===== src/rtl/serial_adder.sv =====
// -----------------------------------------------------------------------------
// serial_adder
//
// Multi-cycle adder/subtractor that processes DIGIT bits per clock through a
// registered carry. It replaces wide ripple adders where area matters more
// than latency.
//
// Parameters:
//   WIDTH  operand/result width in bits (>= 1)
//   DIGIT  bits added per cycle; must divide WIDTH (STEPS = WIDTH/DIGIT)
//
// Ports:
//   clk        clock, rising edge
//   rst_n      asynchronous active-low reset
//   in_valid   operands and mode are valid
//   in_ready   block can accept an operation (IDLE)
//   in_a/in_b  operands
//   in_cin     carry-in for add; ignored when in_sub=1
//   in_sub     0: A+B+cin, 1: A-B
//   out_valid  result is valid (DONE)
//   out_ready  consumer accepts the result
//   sum        result, modulo 2^WIDTH
//   carry      carry out of the MSB; for subtract 1 = no borrow
//   overflow   two's-complement signed overflow
//
// Latency: an accept on edge N gives out_valid from cycle N+STEPS. Results stay
// stable through the handshake and until the next completion.
// -----------------------------------------------------------------------------
module serial_adder #(
  parameter int WIDTH = 8,
  parameter int DIGIT = 2
) (
  input  logic             clk,
  input  logic             rst_n,
  input  logic             in_valid,
  output logic             in_ready,
  input  logic [WIDTH-1:0] in_a,
  input  logic [WIDTH-1:0] in_b,
  input  logic             in_cin,
  input  logic             in_sub,
  output logic             out_valid,
  input  logic             out_ready,
  output logic [WIDTH-1:0] sum,
  output logic             carry,
  output logic             overflow
);

  localparam int STEPS = WIDTH / DIGIT;
  localparam int CW    = (STEPS > 1) ? $clog2(STEPS) : 1;

  typedef enum logic [1:0] {IDLE, RUN, DONE} state_t;

  state_t state, state_next;

  logic [WIDTH-1:0]       a_sh, b_sh, res_sh;
  logic                   cy;
  logic [CW-1:0]          cnt;
  logic                   last;

  logic [DIGIT:0]         dsum;
  logic [DIGIT-1:0]       d;
  logic                   c_next;
  logic                   c_msb;
  logic [WIDTH+DIGIT-1:0] res_cat;

  // One digit of ripple addition on the low end of the shift registers.
  always_comb begin
    dsum    = {1'b0, a_sh[DIGIT-1:0]} + {1'b0, b_sh[DIGIT-1:0]}
            + {{DIGIT{1'b0}}, cy};
    d       = dsum[DIGIT-1:0];
    c_next  = dsum[DIGIT];
    // The sum bit is a^b^cin, so cin can be recovered from the top bit of the
    // digit. During the final step that bit is the MSB of the word.
    c_msb   = a_sh[DIGIT-1] ^ b_sh[DIGIT-1] ^ d[DIGIT-1];
    // The new digit enters at the top. The top WIDTH bits are the shifted
    // result. This also covers DIGIT == WIDTH without a zero-width slice.
    res_cat = {d, res_sh};
  end

  assign last      = (cnt == CW'(STEPS - 1));
  assign in_ready  = (state == IDLE);
  assign out_valid = (state == DONE);

  // NOTE: state registers use non-blocking assignments so that every register
  // samples pre-edge values, whatever order the always blocks run in.
  always_ff @(posedge clk or negedge rst_n) begin
    if (!rst_n) state <= IDLE;
    else        state <= state_next;
  end

  // NOTE: state_next gets a default before the case. Any path that does not
  // assign it keeps the current state, so no latch is inferred.
  always_comb begin
    state_next = state;
    unique case (state)
      IDLE: if (in_valid)  state_next = RUN;
      RUN:  if (last)      state_next = DONE;
      DONE: if (out_ready) state_next = IDLE;
      default:             state_next = IDLE;
    endcase
  end

  // NOTE: the shift registers, the counter and the carry are all reset. An
  // operation aborted by reset then leaves no stale digits, and the outputs
  // are never X.
  always_ff @(posedge clk or negedge rst_n) begin
    if (!rst_n) begin
      a_sh     <= '0;
      b_sh     <= '0;
      res_sh   <= '0;
      cy       <= 1'b0;
      cnt      <= '0;
      sum      <= '0;
      carry    <= 1'b0;
      overflow <= 1'b0;
    end else begin
      unique case (state)
        IDLE: begin
          if (in_valid) begin
            // Subtract is A + ~B + 1, done on the same adder.
            a_sh <= in_a;
            b_sh <= in_sub ? ~in_b : in_b;
            cy   <= in_sub ? 1'b1 : in_cin;
            cnt  <= '0;
          end
        end
        RUN: begin
          a_sh   <= a_sh >> DIGIT;
          b_sh   <= b_sh >> DIGIT;
          res_sh <= res_cat[WIDTH+DIGIT-1:DIGIT];
          cy     <= c_next;
          if (last) begin
            sum      <= res_cat[WIDTH+DIGIT-1:DIGIT];
            carry    <= c_next;
            overflow <= c_msb ^ c_next;
          end else begin
            cnt <= cnt + CW'(1);
          end
        end
        default: ;  // DONE: hold results until the next completion
      endcase
    end
  end

endmodule


===== config.mk =====
export PLATFORM = sky130hd
export DESIGN_NAME = serial_adder
export DESIGN_NICKNAME = d
export VERILOG_FILES = /design/src/rtl/serial_adder.sv
export SDC_FILE = /design/constraint.sdc
export NUM_CORES = 1
export LEC_CHECK = 0
export CORE_ASPECT_RATIO = 1.1
export CORE_MARGIN = 2
export CORE_UTILIZATION = 46
export DETAILED_ROUTE_END_ITERATION = 10
export GPL_TIMING_DRIVEN = 0
export PLACE_DENSITY_LB_ADDON = 0.15
export SLEW_MARGIN = 15
export SYNTH_ARGS = -nofsm -noshare
export SYNTH_HDL_FRONTEND = slang
export SYNTH_SLANG_ARGS = --single-unit

===== constraint.sdc =====
create_clock -name clk -period 1.86 [get_ports clk]
set_clock_uncertainty 0.2 [all_clocks]
set_input_delay 0.372 -clock clk [delete_from_list [all_inputs] [get_ports clk]]
set_output_delay 0.372 -clock clk [all_outputs]
set_load 0.01 [all_outputs]

; ---- Word level (Yosys, flattened, before mapping)
; Cells that the tools add are included.
[classes]
muxes = 15
reduce_logical = 6
n_eq_ne = 7
add_sub_neg = 3
bitwise_logic = 4
[ops]
columns = cell, n
row1 = case mux 8 bit (2 select lines), 2
row2 = two-way mux 8 bit, 3
row3 = two-way mux 2 bit, 5
row4 = inverter 8 bit, 1
row5 = "!= test 2 bit, second input constant", 3
row6 = case mux 2 bit (3 select lines), 1
row7 = AND reduction 3 bit, 2
row8 = "equality test 2 bit, second input constant", 2
row9 = case mux 2 bit (2 select lines), 1
row10 = AND reduction 2 bit, 2
row11 = adder 2 x 2 -> 3 bit, 1
row12 = adder 3 x 1 -> 3 bit, 1
row13 = XOR 1 bit, 3
row14 = "adder 2 x 1 -> 2 bit, second input constant", 1
row15 = "equality test 2 x 1 -> 1 bit, second input constant", 1
row16 = zero test 2 bit, 1
row17 = two-way mux 1 bit, 2
row18 = "!= test 2 x 1 -> 1 bit, second input constant", 1
row19 = case mux 1 bit (2 select lines), 1
row20 = nonzero test 2 bit, 1
[totals]
register_bits = 39

; ---- Logic depth before layout (Yosys ltp)
; Gate-level depths: netlist of the first run.
[logic_depth]
depth_word = 4
ltp_mapped = 6

; ---- Worst setup path before layout of the first run
; Ideal clock, no wire load.
[synth_path]
path_type = register to register
startpoint = register a_sh[0]
endpoint = register overflow
arrival_time_ps = 1689
path_slack_ps = -157
path_stages_with_launch = 7
setup_ps = 128
period_less_slack_ps = 2017
path_cell_list = dfrtp_1 > inv_1 > fa_1 > fa_1 > xor2_1 > xnor2_1 > o21ai_0
[synth_between]
elab_chain_len = 4
[synth_lines]
columns = element, line_no
row1 = from (decl), 55  ; logic [WIDTH-1:0] a_sh, b_sh, res_sh;
row2 = from (signal assigned), 121  ; a_sh <= in_a;
row3 = from (signal assigned), 128  ; a_sh <= a_sh >> DIGIT;
row4 = adder 2 x 2 -> 3 bit (*), 68  ; dsum = {1'b0, a_sh[DIGIT-1:0]} + {1'b0, b_sh[DIGIT-1:0]}
row5 = adder 3 x 1 -> 3 bit (*), 69  ; + {{DIGIT{1'b0}}, cy};
row6 = XOR 1 bit, 74  ; c_msb = a_sh[DIGIT-1] ^ b_sh[DIGIT-1] ^ d[DIGIT-1];
row7 = XOR 1 bit (*), 135  ; overflow <= c_msb ^ c_next;
row8 = to (signal assigned), 135
row9 = to (decl), 45  ; output logic overflow
; Every way passes the cells marked *; elsewhere a longest branch is shown, timed or not.
; A chain may end at the register's enable or synchronous reset.

; ---- Worst setup path in the final report of the first run
; Same ends and word-level chain as after synthesis.

==> results of run 1 <==
## cell type report
| cell class | instances | area [µm²] |
|---|---|---|
| plain buffers | 14 | 111 |
| clock buffers | 6 | 72.6 |
| clock inverters | 2 | 10.0 |
| fillers | 330 | 1480 |
| inverters | 10 | 37.5 |
| multi-input cells | 116 | 815 |
| flip-flops and latches | 37 | 927 |
| well taps | 52 | 65.1 |
| repair buffers | 40 | 384 |
## cells in the mapped netlist (2+ instances only)
| cell type | n | area (µm²) |
|---|---|---|
| nand2b_1 | 2 | 12.5 |
| nor2_1 | 5 | 18.8 |
| clkbuf_1 | 2 | 7.51 |
| o21ai_0 | 17 | 85.1 |
| mux2_2 | 6 | 67.6 |
| inv_1 | 10 | 37.5 |
| ha_1 | 2 | 25.0 |
| o32ai_1 | 4 | 35.0 |
| fa_1 | 2 | 40.0 |
| a22oi_1 | 8 | 60.1 |
| dfrtp_1 | 37 | 926 |
| a221o_2 | 3 | 33.8 |
| xor2_1 | 3 | 26.3 |
| xnor2_1 | 7 | 61.3 |
| a21oi_1 | 9 | 45.0 |
| nor2b_1 | 10 | 62.6 |
| a2bb2oi_1 | 2 | 17.5 |
| nand2_1 | 23 | 86.3 |
| buf_2 | 10 | 50.1 |
| a22o_1 | 3 | 26.3 |
## cells in the final DEF, fill, tap and decap left out, types with 2 or more instances in the layout
| cell | count |
|---|---|
| buf_4 | 5 |
| nand2_1 | 23 |
| xnor2_1 | 7 |
| o32ai_1 | 4 |
| inv_2 | 2 |
| clkbuf_1 | 2 |
| mux2_2 | 6 |
| clkbuf_4 | 2 |
| clkbuf_8 | 6 |
| inv_1 | 8 |
| dfrtp_1 | 36 |
| fa_2 | 2 |
| xor2_1 | 2 |
| o21ai_0 | 16 |
| a221o_2 | 3 |
| nor2b_1 | 10 |
| nor2_1 | 5 |
| a22oi_1 | 8 |
| buf_2 | 8 |
| clkdlybuf4s50_1 | 29 |
| clkinv_2 | 2 |
| a2bb2oi_1 | 2 |
| a21oi_1 | 9 |
| a22o_1 | 3 |
| buf_6 | 4 |
## cell families after synthesis
group | Yosys count
buf+inv | 24
simple gates | 43
mux | 8
fa+ha+maj | 4
compound gates | 51
flops | 37
xor+xnor | 10
## state kept, by name, indices dropped and copies added (netlist names)
signal	count
a_sh	8
b_sh	8
sum	8
res_sh	6
cnt	2
state	2
carry	1
cy	1
overflow	1
## power by group through the flow
stage	Clock, W	Sequential, W	Combinational, W
2_1_floorplan	0	0.00137	0.00110
3_3_place_gp	0	0.00136	0.00162
3_5_place_dp	0	0.00139	0.00168
4_1_cts	0.000547	0.00137	0.00186
5_1_grt	0.000596	0.00142	0.00216
6_report	0.000532	0.00137	0.00195
## metal layers
layer / vias up / track usage / wire, µm
li1: 701 / - / -
met1: 716 / 0.255 / 1710
met2: 41 / 0.365 / 2200
met3: 4 / 0.0322 / 163
met4: 0 / 0.0638 / 42
met5: - / 0 / 0
## worst max-delay path by stage
stage	start	endpoint	slack [ps]	cells past startpoint
finish	a_sh[0]	overflow	-160	6
global route	a_sh[0]	overflow	-240	6
CTS	a_sh[0]	overflow	-170	6
detailed placement	state[1]	in_ready	-300	4
global placement	rst_n	a_sh[7]	-620	1
floorplan	cy	overflow	-130	6
## what timing repair did
action,4_1_cts,5_1_grt
endpoints found under the hold margin,9,0
resized for setup,21,6
setup endpoints to repair,4,8
hold buffers,1,0
pin swaps,4,1
buffers inserted,5,1
## through the flow
step	power (W)	setup TNS, ps	hold slack [ps]	setup slack, ps	cell area (µm²)
5_1_grt	0.00417	-575	308	-243	2420
4_1_cts	0.00378	-168	288	-168	2390
6_report	0.00385	-331	286	-161	2420
3_5_place_dp	0.00308	-3560	57.6	-298	2230
3_3_place_gp	0.00298	-25940	257	-615	2220
2_1_floorplan	0.00248	-131	-124	-131	1830
## worst max-delay path, cell delays in order, from the launching register on
cell,delay [ps]
dfrtp_1,360
inv_2,60
fa_2,380
fa_2,570
xor2_2,150
xnor2_1,130
o21ai_1,70
==> out/qor.yml, run 1 <==
pwr:
  power-per-cell-area_nw_per_um2: 1590
  seqPwrFrac: 0.356
  ir_worst_vdd_mv: 0.726
  power_frac_clock: 0.138
  switchingPower_w: 0.00140
  swShare: 0.364
  comb_power_share: 0.506
  intPower_w: 0.00245
  p_leak_nw: 1.08
min_path:
  hold_path_class: "primary input to asynchronous set/reset pin"
layout:
  fin_util: 0.621
  antenna_cells: 0
  syn2layout_area_growth_pct: 32.4
  instances_no_fill: 277
  final_nets: 250
  drive_gt1_frac: 0.213
setup_path:
  worstReg2RegEnd: "overflow"
  cp.required_ps: 1830
  criticalPathCategory: "register to register"
  r2r-start: "a_sh[0]"
  end_kind: "register"
  rrSetupSlack_ps: -160
  r2r_cells: 6
  arrival_ps: 1990
  cp-start-kind: "register"
  cp_max_fo: 2
yosys:
  synthMuxAreaShare: 0.0486
  ys_seq_area_frac: 0.506
  syn_avg_cell_area_um2: 10.3
  synth_adder_area_share: 0.0356
  yosys.area_share.simple: 0.113
  ys_ff_latch: 37
  synth_warnings: 0
  async_flop_share: 1.00
  synthCells: 177
  synth-compound-area-share: 0.188
  synth_area_um2: 1830
  synthXorXnorAreaFrac: 0.0479
  synth-main-ff-cell: "dfrtp_1"
  synthesis.nets: 203
  synth_cell_types: 32
  synth_top_family_by_area: "compound AO/OA/AOI/OAI gates"
  synth_edf_count: 0
floorplanning:
  die-area_um2: 4500
  core_um2: 3900
  die_w_um: 64.1
  row_count: 24
  ioPinCount: 34
  die_y_um: 70.1
  start_util: 0.469
timing:
  fin_crit_sh: 1.09
  finalWorstSetupSlack_ps: -161
  drv_slew: 0
  worstMarginPinSlew_ps: 382
  fmax_mhz: 495
  fin_crit_ps: 2020
  setup_viol: 3
  rsz0062_at_grt: "true"
  slew_headroom: 0.745
  final_hold_viol_count: 0
route:
  via_count: 1462
  wl_per_cell_um: 14.9
  vias_per_cell: 5.28
  drt_wl_total_um: 4120
  ant_nets: 0
  firstDrtPassIters: 4
  first_iter_violations: 56
  drc: 0
clocking:
  cts_inserted_buffers: 5
  clkLatencyLatePin_ps: 280
  cts_tree: "yes"
  cts-root-buf: "clkbuf_8"
  clk_path_buf_depth: 2
  clk_pin_slew_ps: 70
  cts.sinks: 37
  htree_levels: 2
placement:
  numPlacedInstances: 262
  gp_congestion: 0.767
  portBuffers: 32
  hpwl_um: 2900
global_routing:
  grt_pass1_vias: 1529
  grt_usage: 0.205
  grt_max_degree: 29
  grt_overflow: 0
  grt_pass1_wl_um: 7270
  antenna_found_initial: 0
status:
  violations: "negative setup slack"
  status: "complete, but fails checks"
run:
  maxCapViolCount: 0
(Power assumes the default switching activity.)
==> run 2: changes to the inputs <==
--- a/config.mk
+++ b/config.mk
@@ -11,7 +11,7 @@
 export DETAILED_ROUTE_END_ITERATION = 10
 export GPL_TIMING_DRIVEN = 0
 export PLACE_DENSITY_LB_ADDON = 0.15
-export SLEW_MARGIN = 15
+export SLEW_MARGIN = 10
 export SYNTH_ARGS = -nofsm -noshare
 export SYNTH_HDL_FRONTEND = slang
 export SYNTH_SLANG_ARGS = --single-unit
==> out/qor.yml, run 2 (same netlist as run 1, synthesis figures left out) <==
status:
  status: "complete, but fails checks"
  violations: "negative hold slack, negative setup slack"
placement:
  hpwl_um: 2840  # -2.2%
  gp_congestion: 0.767  # unchanged
  portBuffers: 32  # unchanged
route:
  drc: 0  # unchanged
  via_count: 1445  # -1.2%
  vias_per_cell: 5.29  # +0.29%
  wl_met2_um: 2200  # -0.14%
  wl_met3_um: 181  # +11%
  highest_layer: "met4"
  wl_per_cell_um: 15.1  # +1.5%
  drt_wl_total_um: 4120  # unchanged
  first_iter_violations: 41  # -27%
  routedLengthMet1_um: 1690  # -1.2%
  ant_nets: 0  # unchanged
  firstDrtPassIters: 4  # unchanged
floorplanning:
  core_um2: 3900  # unchanged
  ioPinCount: 34  # unchanged
  start_util: 0.469  # unchanged
  die_w_um: 64.1  # unchanged
  row_count: 24  # unchanged
  die_y_um: 70.1  # unchanged
  die-area_um2: 4500  # unchanged
pwr:
  p_leak_nw: 1.07  # -0.34%
  power-per-cell-area_nw_per_um2: 1610  # +1.1%
  total_power_w: 0.00386  # +0.35%
  ir_worst_vdd_mv: 0.689  # -5.2%
global_routing:
  grt_overflow: 0  # unchanged
  grt_max_degree: 38  # +31%
  grt_pass1_wl_um: 7340  # +1.0%
  grt_usage: 0.208  # +0.00293
  antenna_found_initial: 0  # unchanged
  grt_pass1_vias: 1553  # +1.6%
timing:
  worstMarginPinSlew_ps: 820  # +438 ps
  holdWs_ps: -22.4  # -308 ps
  fin_crit_sh: 1.08  # -0.00552
  drv_slew: 0  # unchanged
  final_hold_viol_count: 37  # +37
  fmax_mhz: 497  # +0.51%
  slew_headroom: 0.453  # -0.292
  fin_crit_ps: 2010  # -10.3 ps
  rsz0062_at_grt: "true"
  finalWorstSetupSlack_ps: -151  # +10.3 ps
  setup_viol: 2  # -1
setup_path:
  arrival_ps: 1990  # about the same
  cp_slowest_cell: "fa_1"
  cp_cell_sequence: "inv_2 -> fa_2 -> fa_1 -> xor2_2 -> xnor2_1 -> o21ai_1"
  end_kind: "register"
  cp.required_ps: 1840  # about the same
  cp_max_fo: 2  # unchanged
  criticalPathCategory: "register to register"
  cp-start-kind: "register"
  max_stage_delay_ps: 550  # -20 ps
layout:
  antenna_cells: 0  # unchanged
  syn2layout_area_growth_pct: 31.5
  final_nets: 246  # -1.6%
  top_regs: "a_sh x8, b_sh x8, sum x8"
  drive_gt1_frac: 0.204  # -0.00971
  layout_commonest_cell: "dfrtp_1"
  fillers: 329  # -0.30%
  mostFrequentLayoutCells: "dfrtp_1 (36), clkdlybuf4s50_1 (29), nand2_1 (23)"
clocking:
  clkLatencyLatePin_ps: 290  # about the same
  cts-root-buf: "clkbuf_8"
  htree_levels: 2  # unchanged
  cts_tree: "yes"
  cts.hold.buffers_added: 0  # -1
  clk_pin_slew_ps: 80  # about the same
  cts.sinks: 37  # unchanged
  clk_path_buf_depth: 2  # unchanged
  cts_inserted_buffers: 5  # unchanged
run:
  maxCapViolCount: 0  # unchanged
min_path:
  hold_path_class: "primary input to asynchronous set/reset pin"
[run 2: path summary, 6_finish.rpt]
path / slack (ps) / depth (start not counted) / start / endpoint
setup / recovery: -150 / 6 / a_sh[0] / overflow
hold reg to reg: 280 / 2 / res_sh[3] / res_sh[3]
max in group asynchronous: 920 / 1 / rst_n / state[1]
setup reg to reg: -150 / 6 / a_sh[0] / overflow
hold / removal: -20 / 1 / rst_n / b_sh[4]
min in group clk: 280 / 2 / res_sh[3] / res_sh[3]
[run 2: where the power goes]
part / total, W / switching (W) / internal, W
registers: 0.00137 / 0.000217 / 0.00115
logic: 0.00188 / 0.000898 / 0.000978
clock network: 0.000622 / 0.000287 / 0.000335
[run 2: final cells by class]
cell class | instances | area (µm²) | share of cell area
sequential | 37 | 927 | 0.386
multi-input combinational | 116 | 818 | 0.340
timing repair buffer | 36 | 342 | 0.142
buffer | 14 | 114 | 0.0473
clock buffer | 7 | 96.3 | 0.0401
tap | 52 | 65.1 | 0.0271
inverter | 10 | 37.5 | 0.0156
clock inverter | 1 | 5.00 | 0.00208
[run 2: critical path: cells and delay by family (launching register included)]
family	cells	cell delay [ps]
XOR/XNOR	2	280
adder cells (fa/ha/maj)	2	930
AO/OA/AOI/OAI	1	70
buffers and inverters	1	60
flip-flops	1	360
[run 2: layer usage]
metal,GRT usage,vias to the layer above
li1,-,691
met1,0.247,711
met2,0.375,37
met3,0.0483,6
met4,0.0567,0
met5,0,-
[run 2: repair_timing]
item | CTS | global route
setup endpoints to repair | 4 | 12
gates resized for setup | 21 | 8
buffers inserted | 3 | 1
pin swaps | 4 | 1
[run 2: through the flow]
stage | utilization | std cells | TNS, ps | worst slack, ps | area (µm²)
after floorplan | - | 177 | -131 | -131 | 1830
after global placement | 0.568 | 261 | -25940 | -615 | 2220
after detailed placement | 0.567 | 261 | -3520 | -299 | 2210
after CTS | 0.605 | 272 | -167 | -167 | 2360
after global routing | 0.616 | 273 | -485 | -249 | 2400
final | 0.616 | 273 | -159 | -151 | 2400
==> run 3: changes to the inputs <==
--- a/config.mk
+++ b/config.mk
@@ -5,11 +5,12 @@
 export SDC_FILE = /design/constraint.sdc
 export NUM_CORES = 1
 export LEC_CHECK = 0
+export ABC_CLOCK_PERIOD_IN_PS = 1860
 export CORE_ASPECT_RATIO = 1.1
 export CORE_MARGIN = 2
 export CORE_UTILIZATION = 46
 export DETAILED_ROUTE_END_ITERATION = 10
-export GPL_TIMING_DRIVEN = 0
+export HOLD_SLACK_MARGIN = 0.12
 export PLACE_DENSITY_LB_ADDON = 0.15
 export SLEW_MARGIN = 10
 export SYNTH_ARGS = -nofsm -noshare
==> out/qor.yml, run 3 (same netlist as run 1, synthesis figures left out) <==
floorplanning:
  ioPinCount: 34  # unchanged
  core_um2: 3900  # unchanged
  row_count: 24  # unchanged
  die-area_um2: 4500  # unchanged
  die_y_um: 70.1  # unchanged
  die_w_um: 64.1  # unchanged
  start_util: 0.469  # unchanged
layout:
  layout_commonest_cell: "dfrtp_1"
  top_regs: "a_sh x8, b_sh x8, sum x8"
  drive_gt1_frac: 0.179  # -0.0242
  fin_util: 0.621  # +0.00545
  antenna_cells: 0  # unchanged
  fillers: 338  # +2.7%
  syn2layout_area_growth_pct: 32.6
  multiInputGateArea_um2: 798  # -2.4%
  regArea_um2: 926  # -0.13%
  final_nets: 248  # +0.81%
  mostFrequentLayoutCells: "dfrtp_1 (37), clkdlybuf4s50_1 (31), nand2_1 (23)"
run:
  maxCapViolCount: 0  # unchanged
timing:
  rsz0062_at_grt: "true"
  drv_slew: 0  # unchanged
  fin_crit_sh: 1.09  # +0.0112
  fin_crit_ps: 2030  # +20.8 ps
  setup_viol: 1  # -1
  fmax_mhz: 492  # -1.0%
  slew_headroom: 0.755  # +0.302
  final_hold_viol_count: 0  # -100%
  worstMarginPinSlew_ps: 368  # -452 ps
  finalWorstSetupSlack_ps: -172  # -20.8 ps
global_routing:
  grt_usage: 0.197  # -0.0115
  grt_overflow: 0  # unchanged
  grt_busiest_layer: "met2"
  grt_use_met2: 0.331  # -0.0440
  gr-usage-met1: 0.235  # -0.0112
  grt_max_degree: 38  # unchanged
  grt_pass1_vias: 1514  # -2.5%
  grt_pass1_wl_um: 6830  # -6.9%
  antenna_found_initial: 0  # unchanged
  grt_use_met3: 0.0531  # +0.00483
placement:
  portBuffers: 33  # +3.1%
  hpwl_um: 2790  # -1.7%
  gp_congestion: 0.730  # -4.8%
setup_path:
  rrSetupSlack_ps: -170  # -20 ps
  end_kind: "register"
  max_stage_delay_ps: 520  # -30 ps
  criticalPathCategory: "register to register"
  cp-start-kind: "register"
  cp.required_ps: 1840  # about the same
  cp_max_fo: 2  # unchanged
  arrival_ps: 2010  # +20 ps
  cp_cell_sequence: "inv_2 -> fa_2 -> fa_1 -> xor2_1 -> xnor2_1 -> o21ai_1"
  cp_slowest_cell: "fa_1"
route:
  firstDrtPassIters: 4  # unchanged
  drt_wl_total_um: 4000  # -2.8%
  wl_per_cell_um: 14.5  # -3.5%
  drc: 0  # unchanged
  ant_nets: 0  # unchanged
  first_iter_violations: 40  # -2.4%
  via_count: 1466  # +1.5%
  vias_per_cell: 5.33  # +0.72%
pwr:
  power_frac_clock: 0.185  # +0.024
  ir_worst_vdd_mv: 0.753  # +9.3%
  power-per-cell-area_nw_per_um2: 1610  # about the same
  total_power_w: 0.00390  # +0.88%
  comb_power_share: 0.464  # -0.021
  switchingPower_w: 0.00137  # -2.3%
  swShare: 0.351  # -0.0113
  p_leak_nw: 1.08  # +0.84%
  seqPwrFrac: 0.351  # -0.003
  intPower_w: 0.00253  # +2.7%
clocking:
  clk_pin_slew_ps: 70  # about the same
  clk_path_buf_depth: 2  # unchanged
  htree_levels: 2  # unchanged
  cts-root-buf: "clkbuf_8"
  clkLatencyLatePin_ps: 290  # about the same
  cts_inserted_buffers: 5  # unchanged
  cts.sinks: 37  # unchanged
  cts.hold.buffers_added: 0  # unchanged
  cts_tree: "yes"
min_path:
  hold_path_class: "primary input to asynchronous set/reset pin"
status:
  status: "complete, but fails checks"
  violations: "negative setup slack"
-- run 3: cell types whose count changed in the layout (fill, tap and decap cells not counted), moves of 3 or more --
| cell | change |
|---|---|
| buf_2 | -6 |
| buf_6 | -4 |
| clkbuf_4 | -3 |
| buf_4 | +14 |
-- run 3: power by group through the flow --
stage | Combinational (W) | Sequential, W | Clock, W
floorplan | 0.00110 | 0.00137 | 0
global placement | 0.00168 | 0.00136 | 0
detailed placement | 0.00175 | 0.00138 | 0
CTS | 0.00178 | 0.00137 | 0.000729
global route | 0.00202 | 0.00142 | 0.000770
finish | 0.00181 | 0.00137 | 0.000723
-- run 3: final timing paths --
path | startpoint | to | depth (start not counted)
max | cy | overflow | 6
min | rst_n | cnt[0] | 2
max reg2reg | cy | overflow | 6
min reg2reg | res_sh[3] | res_sh[3] | 2
max in group asynchronous | rst_n | res_sh[5] | 2
min in group clk | res_sh[3] | res_sh[3] | 2
-- run 3: worst max-delay path: cells and delay by family, from the launching register on --
family	cells	cell delay, ps
AOI/OAI and AO/OA	1	70
adders and majority gates	2	910
xor gates and xnor gates	2	320
DFF	1	370
buffers and inverters	1	60
-- run 3: what timing repair did --
action	in CTS	in global routing
buffers inserted	3	2
resized for setup	4	2
setup endpoints to repair	6	5
hold endpoints to repair	0	0
pin swaps	4	1
-- run 3: metal layers --
layer,vias to the layer above,share of wire
li1,702,-
met1,714,0.41
met2,41,0.52
met3,9,0.054
met4,0,0.020
met5,-,0
-- run 3: area by class of cell --
| class | count | area share |
|---|---|---|
| timing repair buffer | 52 | 0.199 |
| sequential | 37 | 0.382 |
| clock inverter | 1 | 0.0124 |
| tap | 52 | 0.0268 |
| clock buffer | 7 | 0.0356 |
| multi-input combinational | 116 | 0.329 |
| inverter | 10 | 0.0155 |
-- run 3: stage by stage --
step	TNS [ps]	instance area, µm²	hold WS (ps)	setup WS (ps)	instances
floorplan	-131	1830	-124	-131	177
global placement	-315	2280	255	-141	263
detailed placement	-709	2280	269	-204	263
CTS	-154	2410	254	-154	273
global route	-395	2430	257	-271	275
finish	-172	2430	241	-172	275
